File: src/rtl/uart_transceiver.sv
// rtl/uart_transceiver.sv - UART byte endpoint with TX/RX FIFOs, 16x oversampled receiver.
// Optional even parity: define UART_PARITY_EN (frame becomes 8E1 instead of 8N1).
module uart_transceiver #(
    parameter int NB_UART_DATA    = 8,
    parameter int CLK_FREQ        = 50_000_000,
    parameter int BAUD_RATE       = 19_200,
    parameter int FIFO_DEPTH_LOG2 = 4
) (
    input  logic                    clk,
    input  logic                    i_rst,
    input  logic                    i_rx,
    output logic                    o_tx,
    input  logic                    i_wr,
    input  logic [NB_UART_DATA-1:0] i_wdata,
    input  logic                    i_tx_start,
    input  logic                    i_rd,
    output logic [NB_UART_DATA-1:0] o_rx_data,
    output logic                    o_rx_done,
    output logic                    o_tx_done,
    output logic                    o_tx_full,
    output logic                    o_rx_empty,
    output logic                    o_rx_err
);
    localparam int DIV   = CLK_FREQ / (BAUD_RATE * 16);
    localparam int CW    = (DIV > 1) ? $clog2(DIV) : 1;
    localparam int DEPTH = 1 << FIFO_DEPTH_LOG2;
    localparam int NW    = (NB_UART_DATA > 1) ? $clog2(NB_UART_DATA) : 1;
    localparam int PW    = FIFO_DEPTH_LOG2;

    typedef enum logic [2:0] {
        S_IDLE,
        S_START,
        S_DATA,
`ifdef UART_PARITY_EN
        S_PARITY,
`endif
        S_STOP
    } state_t;

    // Free-running 16x baud tick
    logic [CW-1:0] tick_cnt;
    logic          tick;
    assign tick = (tick_cnt == CW'(DIV - 1));

    always_ff @(posedge clk) begin
        if (i_rst || tick) tick_cnt <= '0;
        else               tick_cnt <= tick_cnt + 1'b1;
    end

    logic rx_meta, rx_sync;
    always_ff @(posedge clk) begin
        if (i_rst) begin
            rx_meta <= 1'b1;
            rx_sync <= 1'b1;
        end else begin
            rx_meta <= i_rx;
            rx_sync <= rx_meta;
        end
    end

    // ---------------- RX FSM ----------------
    state_t                  rx_state, rx_state_nxt;
    logic [3:0]              rx_s, rx_s_nxt;
    logic [NW-1:0]           rx_n, rx_n_nxt;
    logic [NB_UART_DATA-1:0] rx_shift, rx_shift_nxt;
    logic                    rx_push, rx_bad;
`ifdef UART_PARITY_EN
    logic                    rx_perr, rx_perr_nxt;
`endif

    always_ff @(posedge clk) begin
        if (i_rst) begin
            rx_state <= S_IDLE;
            rx_s     <= '0;
            rx_n     <= '0;
            rx_shift <= '0;
`ifdef UART_PARITY_EN
            rx_perr  <= 1'b0;
`endif
        end else begin
            rx_state <= rx_state_nxt;
            rx_s     <= rx_s_nxt;
            rx_n     <= rx_n_nxt;
            rx_shift <= rx_shift_nxt;
`ifdef UART_PARITY_EN
            rx_perr  <= rx_perr_nxt;
`endif
        end
    end

    always_comb begin
        rx_state_nxt = rx_state;
        rx_s_nxt     = rx_s;
        rx_n_nxt     = rx_n;
        rx_shift_nxt = rx_shift;
        rx_push      = 1'b0;
        rx_bad       = 1'b0;
`ifdef UART_PARITY_EN
        rx_perr_nxt  = rx_perr;
`endif
        case (rx_state)
            S_IDLE: begin
                if (!rx_sync) begin
                    rx_state_nxt = S_START;
                    rx_s_nxt     = '0;
                end
            end
            S_START: begin
                if (tick) begin
                    if (rx_s == 4'd7) begin
                        rx_s_nxt     = '0;
                        rx_n_nxt     = '0;
                        rx_state_nxt = rx_sync ? S_IDLE : S_DATA;
                    end else begin
                        rx_s_nxt = rx_s + 1'b1;
                    end
                end
            end
            S_DATA: begin
                if (tick) begin
                    if (rx_s == 4'd15) begin
                        rx_s_nxt     = '0;
                        rx_shift_nxt = {rx_sync, rx_shift[NB_UART_DATA-1:1]};
                        if (rx_n == NW'(NB_UART_DATA - 1)) begin
`ifdef UART_PARITY_EN
                            rx_state_nxt = S_PARITY;
`else
                            rx_state_nxt = S_STOP;
`endif
                        end else begin
                            rx_n_nxt = rx_n + 1'b1;
                        end
                    end else begin
                        rx_s_nxt = rx_s + 1'b1;
                    end
                end
            end
`ifdef UART_PARITY_EN
            S_PARITY: begin
                if (tick) begin
                    if (rx_s == 4'd15) begin
                        rx_s_nxt     = '0;
                        rx_perr_nxt  = rx_sync ^ (^rx_shift);
                        rx_state_nxt = S_STOP;
                    end else begin
                        rx_s_nxt = rx_s + 1'b1;
                    end
                end
            end
`endif
            S_STOP: begin
                if (tick) begin
                    if (rx_s == 4'd15) begin
                        rx_s_nxt     = '0;
                        rx_state_nxt = S_IDLE;
`ifdef UART_PARITY_EN
                        rx_push = rx_sync && !rx_perr;
                        rx_bad  = !rx_sync || rx_perr;
`else
                        rx_push = rx_sync;
                        rx_bad  = !rx_sync;
`endif
                    end else begin
                        rx_s_nxt = rx_s + 1'b1;
                    end
                end
            end
            default: rx_state_nxt = S_IDLE;
        endcase
    end

    // ---------------- RX FIFO ----------------
    logic [NB_UART_DATA-1:0] rx_mem [DEPTH];
    logic [PW-1:0]           rx_wp, rx_rp;
    logic [PW:0]             rx_cnt;
    logic                    rx_pop, rx_full, rx_wr, rx_overrun;

    assign rx_pop     = i_rd && (rx_cnt != '0);
    assign rx_full    = (rx_cnt == (PW+1)'(DEPTH));
    // A pop in the same cycle frees the slot, so a push into a full FIFO still lands
    assign rx_wr      = rx_push && (!rx_full || rx_pop);
    assign rx_overrun = rx_push && !rx_wr;
    assign o_rx_empty = (rx_cnt == '0);
    assign o_rx_data  = o_rx_empty ? '0 : rx_mem[rx_rp];

    always_ff @(posedge clk) begin
        if (rx_wr) rx_mem[rx_wp] <= rx_shift;
    end

    always_ff @(posedge clk) begin
        if (i_rst) begin
            rx_wp     <= '0;
            rx_rp     <= '0;
            rx_cnt    <= '0;
            o_rx_done <= 1'b0;
            o_rx_err  <= 1'b0;
        end else begin
            if (rx_wr)  rx_wp <= rx_wp + 1'b1;
            if (rx_pop) rx_rp <= rx_rp + 1'b1;
            rx_cnt    <= rx_cnt + (PW+1)'(rx_wr) - (PW+1)'(rx_pop);
            o_rx_done <= rx_wr;
            o_rx_err  <= rx_bad || rx_overrun;
        end
    end

    // ---------------- TX FIFO ----------------
    logic [NB_UART_DATA-1:0] tx_mem [DEPTH];
    logic [PW-1:0]           tx_wp, tx_rp;
    logic [PW:0]             tx_cnt;
    logic                    tx_push, tx_pop, tx_nempty;
    logic [NB_UART_DATA-1:0] tx_head;

    assign o_tx_full = (tx_cnt == (PW+1)'(DEPTH));
    assign tx_push   = i_wr && !o_tx_full;
    assign tx_nempty = (tx_cnt != '0);
    assign tx_head   = tx_mem[tx_rp];

    always_ff @(posedge clk) begin
        if (tx_push) tx_mem[tx_wp] <= i_wdata;
    end

    always_ff @(posedge clk) begin
        if (i_rst) begin
            tx_wp  <= '0;
            tx_rp  <= '0;
            tx_cnt <= '0;
        end else begin
            if (tx_push) tx_wp <= tx_wp + 1'b1;
            if (tx_pop)  tx_rp <= tx_rp + 1'b1;
            tx_cnt <= tx_cnt + (PW+1)'(tx_push) - (PW+1)'(tx_pop);
        end
    end

    // ---------------- TX FSM ----------------
    state_t                  tx_state, tx_state_nxt;
    logic [3:0]              tx_s, tx_s_nxt;
    logic [NW-1:0]           tx_n, tx_n_nxt;
    logic [NB_UART_DATA-1:0] tx_shift, tx_shift_nxt;
    logic                    tx_armed, tx_armed_nxt;
    logic                    tx_line_nxt, tx_done_nxt;
`ifdef UART_PARITY_EN
    logic                    tx_par, tx_par_nxt;
`endif

    always_ff @(posedge clk) begin
        if (i_rst) begin
            tx_state  <= S_IDLE;
            tx_s      <= '0;
            tx_n      <= '0;
            tx_shift  <= '0;
            tx_armed  <= 1'b0;
            o_tx      <= 1'b1;
            o_tx_done <= 1'b0;
`ifdef UART_PARITY_EN
            tx_par    <= 1'b0;
`endif
        end else begin
            tx_state  <= tx_state_nxt;
            tx_s      <= tx_s_nxt;
            tx_n      <= tx_n_nxt;
            tx_shift  <= tx_shift_nxt;
            tx_armed  <= tx_armed_nxt;
            o_tx      <= tx_line_nxt;
            o_tx_done <= tx_done_nxt;
`ifdef UART_PARITY_EN
            tx_par    <= tx_par_nxt;
`endif
        end
    end

    always_comb begin
        tx_state_nxt = tx_state;
        tx_s_nxt     = tx_s;
        tx_n_nxt     = tx_n;
        tx_shift_nxt = tx_shift;
        tx_armed_nxt = tx_armed | i_tx_start;
        tx_pop       = 1'b0;
        tx_done_nxt  = 1'b0;
`ifdef UART_PARITY_EN
        tx_par_nxt   = tx_par;
`endif
        case (tx_state)
            S_IDLE: begin
                if (tx_armed && tx_nempty) begin
                    tx_pop       = 1'b1;
                    tx_shift_nxt = tx_head;
                    tx_s_nxt     = '0;
                    tx_state_nxt = S_START;
`ifdef UART_PARITY_EN
                    tx_par_nxt   = ^tx_head;
`endif
                end
            end
            S_START: begin
                if (tick) begin
                    if (tx_s == 4'd15) begin
                        tx_s_nxt     = '0;
                        tx_n_nxt     = '0;
                        tx_state_nxt = S_DATA;
                    end else begin
                        tx_s_nxt = tx_s + 1'b1;
                    end
                end
            end
            S_DATA: begin
                if (tick) begin
                    if (tx_s == 4'd15) begin
                        tx_s_nxt     = '0;
                        tx_shift_nxt = tx_shift >> 1;
                        if (tx_n == NW'(NB_UART_DATA - 1)) begin
`ifdef UART_PARITY_EN
                            tx_state_nxt = S_PARITY;
`else
                            tx_state_nxt = S_STOP;
`endif
                        end else begin
                            tx_n_nxt = tx_n + 1'b1;
                        end
                    end else begin
                        tx_s_nxt = tx_s + 1'b1;
                    end
                end
            end
`ifdef UART_PARITY_EN
            S_PARITY: begin
                if (tick) begin
                    if (tx_s == 4'd15) begin
                        tx_s_nxt     = '0;
                        tx_state_nxt = S_STOP;
                    end else begin
                        tx_s_nxt = tx_s + 1'b1;
                    end
                end
            end
`endif
            S_STOP: begin
                if (tick) begin
                    if (tx_s == 4'd15) begin
                        tx_s_nxt    = '0;
                        tx_done_nxt = 1'b1;
                        // Back-to-back frames: next start bit follows the stop bit directly
                        if (tx_nempty) begin
                            tx_pop       = 1'b1;
                            tx_shift_nxt = tx_head;
                            tx_state_nxt = S_START;
`ifdef UART_PARITY_EN
                            tx_par_nxt   = ^tx_head;
`endif
                        end else begin
                            tx_state_nxt = S_IDLE;
                            tx_armed_nxt = i_tx_start;
                        end
                    end else begin
                        tx_s_nxt = tx_s + 1'b1;
                    end
                end
            end
            default: tx_state_nxt = S_IDLE;
        endcase

        case (tx_state_nxt)
            S_START:  tx_line_nxt = 1'b0;
            S_DATA:   tx_line_nxt = tx_shift_nxt[0];
`ifdef UART_PARITY_EN
            S_PARITY: tx_line_nxt = tx_par_nxt;
`endif
            default:  tx_line_nxt = 1'b1;
        endcase
    end
endmodule

File: config.mk
export PLATFORM = sky130hd
export DESIGN_NAME = uart_transceiver
export DESIGN_NICKNAME = d
export VERILOG_FILES = /design/src/rtl/uart_transceiver.sv
export SDC_FILE = /design/constraint.sdc
export NUM_CORES = 1
export LEC_CHECK = 0
export ABC_AREA = 1
export ABC_CLOCK_PERIOD_IN_PS = 5500
export BUFFER_PORTS_ARGS = -buffer_cell sky130_fd_sc_hd__buf_4
export CAP_MARGIN = 20
export CORE_MARGIN = 2
export CORE_UTILIZATION = 67
export CTS_CLUSTER_SIZE = 12
export DETAILED_ROUTE_END_ITERATION = 16
export HOLD_SLACK_MARGIN = 0.12
export PLACE_DENSITY_LB_ADDON = 0.25
export SYNTH_ARGS = -nofsm -noshare
export SYNTH_HDL_FRONTEND = slang
export SYNTH_SLANG_ARGS = --single-unit
File: constraint.sdc
create_clock -name clk -period 5.5 [get_ports clk]
set_input_delay 0.275 -clock clk [delete_from_list [all_inputs] [get_ports clk]]
set_output_delay 0.275 -clock clk [all_outputs]
set_load 0.01 [all_outputs]
Word level (Yosys, flattened, before mapping)
Memories as Yosys holds them, arrays and structs flattened. A register that Yosys moved wholly into a read port is not among the register bits.
Cells that the tools add are included.

operators by class
  mux-type cells = 75
  bitwise operators = 3
  shifts and indexed selects = 0
  multipliers = 0
  eq/ne operators = 36
  divide/modulo/power cells = 0
  reduce and logical (&&, ||, !) cells = 32
  add/sub/neg operators = 13
  order comparisons = 0

operators with widths
  kind                                                              count
  3-bit 2-to-1 mux                                                  26
  8-bit 2-to-1 mux                                                  7
  4-bit 2-to-1 mux                                                  12
  2-bit inequality test (second input constant)                     18
  4-bit by 1-bit adder with 4-bit output (second input constant)    6
  3-bit case mux with 4 select lines                                2
  8-bit case mux with 3 select lines                                1
  1-bit 2-to-1 mux                                                  20
  3-bit by 2-bit == test with 1-bit output (second input constant)  5
  3-bit case mux with 2 select lines                                2
  4-bit case mux with 3 select lines                                1
  6-bit AND reduction                                               2
  5-bit by 1-bit adder with 5-bit output                            2
  5-bit == test (second input constant)                             2
  5-bit nonzero test                                                2
  5-bit by 1-bit subtractor with 5-bit output                       2
  3-bit by 1-bit == test with 1-bit output (second input constant)  3
  8-bit by 1-bit adder with 8-bit output (second input constant)    1
  4-bit == test (second input constant)                             2
  8-bit == test (second input constant)                             1
  4-bit case mux with 2 select lines                                1
  8-bit AND reduction                                               1
  7-bit AND reduction                                               1
  3-bit by 1-bit adder with 3-bit output (second input constant)    2
  18 further kinds                                                  37

storage, ports and cells
  register bits = 77
  output and inout bits = 14
  latch bits = 0
  RAM bits = 256
  memories = 2
  memory bits (read-only) = 0

memories
  name    words  width  read ports  clocked after memory_dff  write ports  line  source
  rx_mem  16     8      1           1                         1            173   logic [NB_UART_DATA-1:0] rx_mem [DEPTH];
  tx_mem  16     8      1           1                         1            207   logic [NB_UART_DATA-1:0] tx_mem [DEPTH];

Depth between registers and ports, before layout
Gate-level depths: netlist of run 1.

  depth in word-level cells = 8
  mapped depth = 19

Least setup slack after synthesis of run 1
Ideal clock, no wire load.

  path kind = register -> register
  from = register tick_cnt[0]
  to = register tx_cnt[4]
  setup time = 128 ps
  stages on the path, launching flop included = 19
  arrival time = 2435 ps
  clock period less this slack = 2564 ps
  buffers on the path = 0
  setup slack = 2936 ps
  cells stage by stage = dfxtp_1 ha_1 nand2_2 nor2_4 nand2_4 nor2_8 nand3_2 nand2_4 inv_2 nor2_2 inv_2 nand2_1 ha_1 inv_1 fa_1 nor3_1 a211oi_1 o21ai_0 a21oi_1

on the way
  longest elaborated chain between the ends = 4

RTL lines
  element                                      line  source
  start: declaration                           41    logic [CW-1:0] tick_cnt;
  start signal: assignment                     47    else tick_cnt <= tick_cnt + 1'b1;
  8-bit == test                                43    assign tick = (tick_cnt == CW'(DIV - 1));
  1-bit 2-to-1 mux                             337   if (tick) begin
  1-bit case mux with 2 select lines           282   case (tx_state)
  5-bit by 1-bit subtractor with 5-bit output  230   tx_cnt <= tx_cnt + (PW+1)'(tx_push) - (PW+1)'(tx_pop);
  end signal: assignment                       230
  end: declaration                             209   logic [PW:0] tx_cnt;

Every way passes these cells.
A chain may end at the register's enable or synchronous reset.

==> impl_results.rst, run 1 <==
.. list-table::
   :header-rows: 1

   * - Metric
     - Value
   * - Full die area
     - 22,400 sq um
   * - Detail Placement HPWL
     - 18,200 um
   * - Chain of cells forming the critical path
     - buf_4 -> inv_1 -> o21ai_0 -> o221ai_1 -> nand3_1 -> a21oi_1 -> buf_4
   * - Tightest Hold Check Type
     - in2reg
   * - Number of antenna diodes
     - 0
   * - Type of origin of the critical path
     - flop
   * - All-Layer GR Usage
     - 28.2%
   * - Worst-skew pair later-pin latency
     - 0.51 ns
   * - Psw
     - 0.00180 W
   * - Share of layout cells above drive strength 1
     - 9.77%
   * - Run status
     - finished clean
   * - Footprint of the multi-input gates
     - 4290 sq um
   * - Type of the worst setup path
     - reg2out
   * - Register clock-pin slew on the reported worst setup and hold paths
     - 0.06 ns
   * - Layout filler cell count
     - 1,383
   * - Initial Util
     - 67.9%
   * - First-pass GRT wire length
     - 49,100 um
   * - Core Rows
     - 53
   * - Gpl congestion
     - 0.805
   * - Flip-flop cell with the highest count after synthesis
     - sky130_fd_sc_hd__edfxtp_1
   * - Remaining max-slew budget at the tightest pin
     - 31.6%
   * - Routed wire per std cell
     - 18.7 um
   * - Crit path max-delay cell type
     - sky130_fd_sc_hd__inv_1
   * - Number of pins with negative max-slew slack in the final report
     - 0
   * - Fraction of power consumed by sequential logic
     - 45.8%
   * - CTS tree
     - yes
   * - Sequential fraction of the synthesis area
     - 65.8%
   * - Required time reported for the critical path endpoint
     - 5.22 ns
   * - Number of nets in the synthesized netlist
     - 1,365
   * - Pin count of the biggest net entering global routing
     - 66
   * - Setup repair after global routing missed its margin
     - false
   * - Library cell used as clock root buffer
     - sky130_fd_sc_hd__clkbuf_16
   * - Net count, final
     - 1,393
   * - Level count of the clock H-tree
     - 2
   * - Total Routed Length
     - 30,700 um
   * - Power density of the placed cells
     - 402 nW/um^2
   * - Maximum net fanout on the critical path
     - 33
   * - Count of buffers from port buffering
     - 27
   * - Number of DRC markers in iteration 0
     - 1,012
   * - Post-route fraction of the period consumed by the critical path
     - 60.8%
   * - Worst-Margin Slew
     - 1.02 ns
   * - Setup skew after layout
     - 0.0174 ns
   * - Total Power Consumption
     - 0.00634 W
   * - Residual antenna-violating net count after detailed routing
     - 0
   * - Overall die height
     - 150 um
   * - Synth warnings
     - 0
   * - Aggregate global routing overflow
     - 0
   * - Internal power
     - 0.00454 W
   * - Fraction of registers with async set/reset
     - 0%
   * - CTS buffer count
     - 36
   * - Via count normalized by instance count
     - 6.03
   * - Ports placed on the boundary
     - 28
   * - Combined flip-flop and latch cell area
     - 9370 sq um
   * - Sort of element at the end of the critical path
     - output pin
   * - CTS Sinks
     - 340
   * - Top cell by count, worst path
     - sky130_fd_sc_hd__buf_4
   * - First-pass detailed-route iteration total
     - 5
   * - Number of enable-type register cells in the synthesized netlist
     - 256
   * - Clk buf depth
     - 3
   * - Count of different cell masters after synthesis
     - 48
   * - Data arrival time of the critical path
     - 3.07 ns
   * - Lkg Pwr
     - 6.12 nW
   * - Max IR drop VDD
     - 0.279 mV
   * - Via count of the first global-routing pass
     - 9,779
   * - Minimum clock period
     - 3.34 ns
   * - Post-synthesis cell count
     - 1,320
   * - Delay of the slowest cell on the worst path
     - 0.76 ns
   * - Setup violations, final
     - 0
   * - Top achievable clock speed
     - 299 MHz
   * - Count of instances resized after the clock tree is built
     - 0
   * - Total count of hold-check failures in the final report
     - 0
   * - Clock network fraction of design power
     - 35.2%
   * - Flop and latch count out of synthesis
     - 340
   * - Finished Core Util
     - 75.3%
   * - Switching share of power
     - 28.4%
   * - Remaining routing DRC violations
     - 0
   * - Cell area after technology mapping
     - 14,200 sq um
   * - Leading cell type in the layout, fill and taps excluded
     - sky130_fd_sc_hd__edfxtp_1
   * - Category of cells accounting for the largest share of critical-path delay
     - buffers and inverters
   * - Total via count after detailed routing
     - 9,926
   * - Number of antenna violations at the first check in global routing
     - 0
   * - Mapped Avg Cell Area
     - 10.8 sq um
   * - Buf+Inv Stages, Crit Path
     - 3
   * - Synth-to-Final Area Change
     - 10.9%
   * - Commonest cells after routing, fill and taps aside
     - 256 x sky130_fd_sc_hd__edfxtp_1, 224 x sky130_fd_sc_hd__nand2_1, 188 x sky130_fd_sc_hd__nor2_1
   * - Die Width
     - 150 um
   * - Total negative setup slack
     - 0 ns
   * - Combinational Power Share
     - 19.0%
   * - Maximum capacitance violations
     - 0
   * - Core box area
     - 21,000 sq um
==> worst reg2reg max path: stages, from the launching register on <==
cell	delay, ns
sky130_fd_sc_hd__dfxtp_1	0.38
sky130_fd_sc_hd__ha_1	0.19
sky130_fd_sc_hd__nand2_1	0.08
sky130_fd_sc_hd__nor2_2	0.18
sky130_fd_sc_hd__inv_2	0.10
sky130_fd_sc_hd__nor2_8	0.16
sky130_fd_sc_hd__nand3_2	0.10
sky130_fd_sc_hd__nand2_4	0.12
sky130_fd_sc_hd__inv_2	0.09
sky130_fd_sc_hd__nor2_2	0.14
sky130_fd_sc_hd__inv_2	0.05
sky130_fd_sc_hd__nand2_1	0.06
sky130_fd_sc_hd__ha_1	0.16
sky130_fd_sc_hd__inv_1	0.05
sky130_fd_sc_hd__fa_1	0.39
sky130_fd_sc_hd__nor3_1	0.19
sky130_fd_sc_hd__a211oi_1	0.07
sky130_fd_sc_hd__o21ai_0	0.15
sky130_fd_sc_hd__a21oi_1	0.05
==> path summary, 6_finish.rpt <==
check	startpoint	to	slack (ns)	cells past startpoint
hold / removal	i_wr	tx_wp[1]$_SDFFE_PP0P_	0.13	3
setup / recovery	flop	o_rx_data[6]	2.16	7
setup reg to reg	tx_s[0]$_SDFFE_PP0P_	tx_cnt[4]$_SDFF_PP0_	2.69	18
hold reg to reg	rx_meta$_SDFF_PP1_	rx_sync$_SDFF_PP1_	0.41	1
==> sequential cells by signal, indices dropped and copies added, names as in the netlist, 2 cells and up, named ones only <==
register  count
rx_state      2
rx_mem      128
rx_wp         4
tx_s          4
rx_n          3
tx_rp         4
tx_shift      8
tx_n          3
rx_s          4
tx_state      3
rx_rp         4
tick_cnt      8
tx_mem      128
rx_shift      8
tx_cnt        5
tx_wp         4
rx_cnt        5
==> per-layer routing <==
layer  vias to the layer above  GRT usage, %  wire length [um]
met4                         0          10.1               718
met2                       486          44.7             14600
met1                      4713          39.0             12400
li1                       4655             -                 -
met5                         -             0                 0
met3                        72          6.28              3020
==> power groups by stage <==
stage	Clock (W)	Combinational (W)	Sequential, W
4_1_cts	0.00224	0.00119	0.00290
5_1_grt	0.00235	0.00135	0.00291
2_1_floorplan	0	0.000838	0.00294
6_report	0.00223	0.00121	0.00290
3_5_place_dp	0	0.00117	0.00296
3_3_place_gp	0	0.00112	0.00295
==> repair_timing <==
action / in CTS / in global routing
setup endpoints to repair: 0 / 0
setup buffers: 0 / 0
hold buffers: 10 / 0
hold endpoints to repair: 110 / 0
==> metrics by stage <==
step                      hold slack (ns)  cell area [sq um]  setup slack [ns]  cells
final                               0.127              15800              2.16   1646
after global routing                0.141              15800              2.03   1646
after CTS                           0.121              15800              2.25   1646
after detailed placement            0.397              14600              2.69   1575
after global placement              0.398              14600              2.80   1575
after floorplan                     0.374              14200              2.94   1320
==> cell families (layout without fill, tap and decap cells) <==
group           after synthesis  in the layout  synth area share [%]
compound gates              221            221                  8.93
xor+xnor                      9              9                 0.554
fa+ha+maj                    31             31                  2.83
buf+inv                     139            190                  4.02
flops                       340            340                  65.8
other cells                   1              1                0.0264
simple gates                579            579                  17.8
==> synthesized netlist by cell type, types with 3 or more instances <==
library cell | n | share of area, %
sky130_fd_sc_hd__edfxtp_1 | 256 | 54
sky130_fd_sc_hd__nand2_1 | 224 | 5.9
sky130_fd_sc_hd__nor2_1 | 188 | 5.0
sky130_fd_sc_hd__nand3_1 | 120 | 4.2
sky130_fd_sc_hd__o21ai_0 | 104 | 3.7
sky130_fd_sc_hd__dfxtp_1 | 84 | 12
sky130_fd_sc_hd__inv_1 | 65 | 1.7
sky130_fd_sc_hd__a21oi_1 | 45 | 1.6
sky130_fd_sc_hd__ha_1 | 29 | 2.5
sky130_fd_sc_hd__clkbuf_1 | 27 | 0.71
sky130_fd_sc_hd__o221ai_1 | 22 | 1.4
sky130_fd_sc_hd__buf_2 | 16 | 0.56
sky130_fd_sc_hd__inv_2 | 16 | 0.42
sky130_fd_sc_hd__o22ai_1 | 14 | 0.62
sky130_fd_sc_hd__o21ai_1 | 13 | 0.46
sky130_fd_sc_hd__nor3_1 | 9 | 0.32
sky130_fd_sc_hd__a31oi_1 | 8 | 0.35
sky130_fd_sc_hd__nor2_2 | 8 | 0.35
sky130_fd_sc_hd__xor2_1 | 8 | 0.49
sky130_fd_sc_hd__buf_1 | 7 | 0.18
sky130_fd_sc_hd__a211oi_1 | 6 | 0.32
sky130_fd_sc_hd__nand2_2 | 6 | 0.26
sky130_fd_sc_hd__nor2_4 | 6 | 0.47
sky130_fd_sc_hd__buf_4 | 4 | 0.21
sky130_fd_sc_hd__nand2_4 | 4 | 0.32
sky130_fd_sc_hd__nor3b_1 | 3 | 0.16
==> area by class of cell <==
class	count	share of cell area (%)
clock buffers	55	6.62
clock inverters	6	0.262
inverters	84	2.05
multi-input cells	841	27.2
flip-flops and latches	340	59.4
well taps	275	2.18
repair buffers	45	2.30
(Power assumes the default switching activity.)
==> run 2: changes to the inputs <==
--- a/config.mk
+++ b/config.mk
@@ -5,12 +5,12 @@
 export SDC_FILE = /design/constraint.sdc
 export NUM_CORES = 1
 export LEC_CHECK = 0
-export ABC_AREA = 1
-export ABC_CLOCK_PERIOD_IN_PS = 5500
+export ABC_AREA = 0
+export ABC_CLOCK_PERIOD_IN_PS = 3300
 export BUFFER_PORTS_ARGS = -buffer_cell sky130_fd_sc_hd__buf_4
 export CAP_MARGIN = 20
 export CORE_MARGIN = 2
-export CORE_UTILIZATION = 67
+export CORE_UTILIZATION = 62
 export CTS_CLUSTER_SIZE = 12
 export DETAILED_ROUTE_END_ITERATION = 16
 export HOLD_SLACK_MARGIN = 0.12
==> constraint.sdc (replaced) <==
create_clock -name clk -period 3.3 [get_ports clk]
set_input_delay 0.165 -clock clk [delete_from_list [all_inputs] [get_ports clk]]
set_output_delay 0.165 -clock clk [all_outputs]
set_load 0.01 [all_outputs]
==> impl_results.rst, run 2 <==
.. list-table::
   :header-rows: 1

   * - Metric
     - Value
   * - Number of pins with negative max-slew slack in the final report
     - 0
   * - Remaining routing DRC violations
     - 0
   * - Required time reported for the critical path endpoint
     - 3.66 ns
   * - Via count of the first global-routing pass
     - 7,813
   * - Pin count of the biggest net entering global routing
     - 78
   * - Max IR drop VDD
     - 0.552 mV
   * - Area leader, netlist
     - sky130_fd_sc_hd__edfxtp_1
   * - Layout filler cell count
     - 1,333
   * - Number of enable-type register cells in the synthesized netlist
     - 256
   * - Multiplexer share of the synthesized area
     - 13.1%
   * - Total negative setup slack
     - 0 ns
   * - Overall die height
     - 153 um
   * - Core Rows
     - 54
   * - Via count normalized by instance count
     - 6.19
   * - Number of nets in the synthesized netlist
     - 897
   * - Mapped Avg Cell Area
     - 16.2 sq um
   * - Sort of element at the end of the critical path
     - flop
   * - FF-to-FF path depth
     - 14
   * - Run status
     - finished clean
   * - Cell area after technology mapping
     - 13,800 sq um
   * - Number of cells on the worst hold path
     - 2
   * - Ports placed on the boundary
     - 28
   * - Most numerous cell in the Yosys netlist
     - sky130_fd_sc_hd__edfxtp_1
   * - Synthesized-area fraction occupied by and/or/nand/nor cells
     - 8.43%
   * - CTS buffer count
     - 35
   * - Commonest cells after routing, fill and taps aside
     - 256 x sky130_fd_sc_hd__edfxtp_1, 82 x sky130_fd_sc_hd__dfxtp_1, 72 x sky130_fd_sc_hd__nor2_1, 72 x sky130_fd_sc_hd__mux4_2, 45 x sky130_fd_sc_hd__buf_4
   * - Count of different cell masters after synthesis
     - 66
   * - Number of antenna violations at the first check in global routing
     - 0
   * - Flip-flop cell with the highest count after synthesis
     - sky130_fd_sc_hd__edfxtp_1
   * - Reg2Reg Capture Point
     - rx_cnt[4]$_SDFF_PP0_
   * - Fraction of registers with async set/reset
     - 0%
   * - Worst reg2reg path startpoint
     - tick_cnt[0]$_SDFF_PP0_
   * - Die Width
     - 153 um
   * - Sequential fraction of the synthesis area
     - 68.0%
   * - Maximum capacitance violations
     - 0
   * - Post-synthesis cell count
     - 852
   * - Worst-Margin Slew
     - 0.953 ns
   * - Net count, final
     - 952
   * - Maximum net fanout on the critical path
     - 6
   * - Initial Util
     - 63.2%
   * - First-pass GRT wire length
     - 42,400 um
   * - Worst-skew pair later-pin latency
     - 0.51 ns
   * - Power density of the placed cells
     - 657 nW/um^2
   * - Type of the worst setup path
     - reg2reg
   * - Register-to-Register Setup Slack
     - 0.34 ns
   * - CTS Sinks
     - 340
   * - Area share of fa/ha/maj cells after synthesis
     - 2.92%
   * - Data arrival time of the critical path
     - 3.32 ns
   * - Total via count after detailed routing
     - 7,481
   * - Worst hold slack
     - 0.182 ns
   * - All-Layer GR Usage
     - 23.4%
   * - Detail Placement HPWL
     - 17,300 um
   * - Setup violations, final
     - 0
   * - Most frequent cells after synthesis
     - 256 x sky130_fd_sc_hd__edfxtp_1, 84 x sky130_fd_sc_hd__dfxtp_1, 72 x sky130_fd_sc_hd__mux4_2, 72 x sky130_fd_sc_hd__nor2_1
   * - Leading cell type in the layout, fill and taps excluded
     - sky130_fd_sc_hd__edfxtp_1
   * - Combined flip-flop and latch cell area
     - 9370 sq um
   * - Library cell used as clock root buffer
     - sky130_fd_sc_hd__clkbuf_16
   * - Setup skew after layout
     - 0.0171 ns
   * - Post-synthesis xor/xnor area fraction
     - 1.53%
   * - Routed wire per std cell
     - 22.0 um
   * - Minimum clock period
     - 2.96 ns
   * - Setup repair after global routing missed its margin
     - false
   * - Footprint of the multi-input gates
     - 4140 sq um
   * - Clk buf depth
     - 3
   * - Total count of hold-check failures in the final report
     - 0
   * - Endpoint, Worst Hold
     - tx_wp[0]$_SDFFE_PP0P_
   * - Full die area
     - 23,400 sq um
   * - Register clock-pin slew on the reported worst setup and hold paths
     - 0.06 ns
   * - First-pass detailed-route iteration total
     - 5
   * - Gpl congestion
     - 0.818
   * - Share of layout cells above drive strength 1
     - 19.3%
   * - Number of antenna diodes
     - 0
   * - Residual antenna-violating net count after detailed routing
     - 0
   * - Area share of the largest cell type after synthesis
     - 55.8%
   * - Synth warnings
     - 0
   * - Post-route fraction of the period consumed by the critical path
     - 89.6%
   * - Count of buffers from port buffering
     - 27
   * - Main combinational cell family by area after synthesis
     - multiplexers
   * - Worst Hold Launch
     - i_rst
   * - CTS tree
     - yes
   * - Flop and latch count out of synthesis
     - 340
   * - Type of origin of the critical path
     - flop
   * - Total Routed Length
     - 26,600 um
   * - Compound-Gate Fraction of Synth Area
     - 3.92%
   * - Number of DRC markers in iteration 0
     - 621
   * - Remaining max-slew budget at the tightest pin
     - 36.2%
   * - Postcts setup bufs
     - 0
   * - Top achievable clock speed
     - 338 MHz
   * - Tightest Hold Check Type
     - in2reg
   * - Level count of the clock H-tree
     - 2
   * - Core box area
     - 21,800 sq um
   * - Registers with the highest flip-flop counts
     - rx_mem (128), tx_mem (128)
   * - Aggregate global routing overflow
     - 0
   * - Lkg Pwr
     - 5.19 nW
   * - Synth area leaders
     - sky130_fd_sc_hd__edfxtp_1 56%, sky130_fd_sc_hd__dfxtp_1 12%, sky130_fd_sc_hd__mux4_2 12%
   * - Synth-to-Final Area Change
     - 12.5%
-- run 2: cell types whose count changed after synthesis, sizes merged, moves of 17 or more --
cell | before | now
and3 | 2 | 19
mux4 | 0 | 72
nor2b | 0 | 17
nand2 | 234 | 26
a21oi | 46 | 29
o221ai | 22 | 0
inv | 82 | 28
nor2 | 203 | 74
o21ai | 118 | 7
nand3 | 122 | 16
mux2i | 0 | 19
-- run 2: critical path, stage by stage (launching register included) --
cell	delay (ns)
sky130_fd_sc_hd__dfxtp_1	0.43
sky130_fd_sc_hd__ha_1	0.22
sky130_fd_sc_hd__nand4bb_1	0.16
sky130_fd_sc_hd__nor4_2	0.33
sky130_fd_sc_hd__and3_1	0.25
sky130_fd_sc_hd__inv_2	0.05
sky130_fd_sc_hd__ha_1	0.26
sky130_fd_sc_hd__inv_1	0.04
sky130_fd_sc_hd__ha_1	0.20
sky130_fd_sc_hd__fa_1	0.41
sky130_fd_sc_hd__a21oi_1	0.16
sky130_fd_sc_hd__nor2_1	0.05
sky130_fd_sc_hd__nor2_1	0.10
sky130_fd_sc_hd__xnor2_1	0.12
sky130_fd_sc_hd__nor2_1	0.05
-- run 2: through the flow --
stage / cells / utilization (%) / cell area [sq um] / setup slack, ns / power (W)
2_1_floorplan: 852 / - / 13800 / 0.224 / 0.00610
3_3_place_gp: 1139 / 65.6 / 14300 / 0.351 / 0.00653
3_5_place_dp: 1139 / 65.6 / 14300 / 0.265 / 0.00661
4_1_cts: 1209 / 71.0 / 15500 / 0.258 / 0.0103
5_1_grt: 1209 / 71.0 / 15500 / 0.0931 / 0.0106
6_report: 1209 / 71.0 / 15500 / 0.344 / 0.0102
-- run 2: how the worst max path moves through the flow --
stage                            to  depth (start not counted)                    from
2_1_floorplan  rx_cnt[4]$_SDFF_PP0_                         16  tick_cnt[0]$_SDFF_PP0_
3_3_place_gp   rx_cnt[4]$_SDFF_PP0_                         13  tick_cnt[2]$_SDFF_PP0_
3_5_place_dp   rx_cnt[4]$_SDFF_PP0_                         14  tick_cnt[0]$_SDFF_PP0_
4_1_cts        rx_cnt[4]$_SDFF_PP0_                         14  tick_cnt[0]$_SDFF_PP0_
5_1_grt        rx_cnt[4]$_SDFF_PP0_                         14  tick_cnt[0]$_SDFF_PP0_
6_report       rx_cnt[4]$_SDFF_PP0_                         14  tick_cnt[0]$_SDFF_PP0_
-- run 2: kinds of logic (layout without fill, tap and decap cells) --
family	Yosys count	in the layout
buffers and inverters	67	144
xor gates and xnor gates	24	24
muxes	91	91
AOI/OAI and AO/OA	78	78
other	1	1
adders and majority gates	31	31
and+or+nand+nor	220	220
DFF	340	340
-- run 2: final cells by class --
type | instances | area share, %
tap | 280 | 2.26
clock inverter | 5 | 0.412
multi-input combinational | 445 | 26.7
inverter | 28 | 0.678
sequential | 340 | 60.5
timing repair buffer | 57 | 3.02
clock buffer | 54 | 6.44
-- run 2: metal layers --
metal	up-vias	routed length (um)	track usage, %
met5	-	0	0
met4	0	639	7.72
met3	52	1210	3.40
met2	235	14200	42.1
met1	3789	10500	29.5
li1	3405	-	-
-- run 2: timing repair --
action / 4_1_cts / 5_1_grt
resized for setup: 0 / 1
endpoints found under the setup margin: 0 / 1
hold buffers: 11 / 0
endpoints found under the hold margin: 132 / 0
-- run 2: power by group --
group / internal [W] / switching [W] / leakage, nW
combinational: 0.000855 / 0.000822 / 1.65
clock: 0.00216 / 0.00150 / 0.514
sequential: 0.00472 / 0.000126 / 3.02
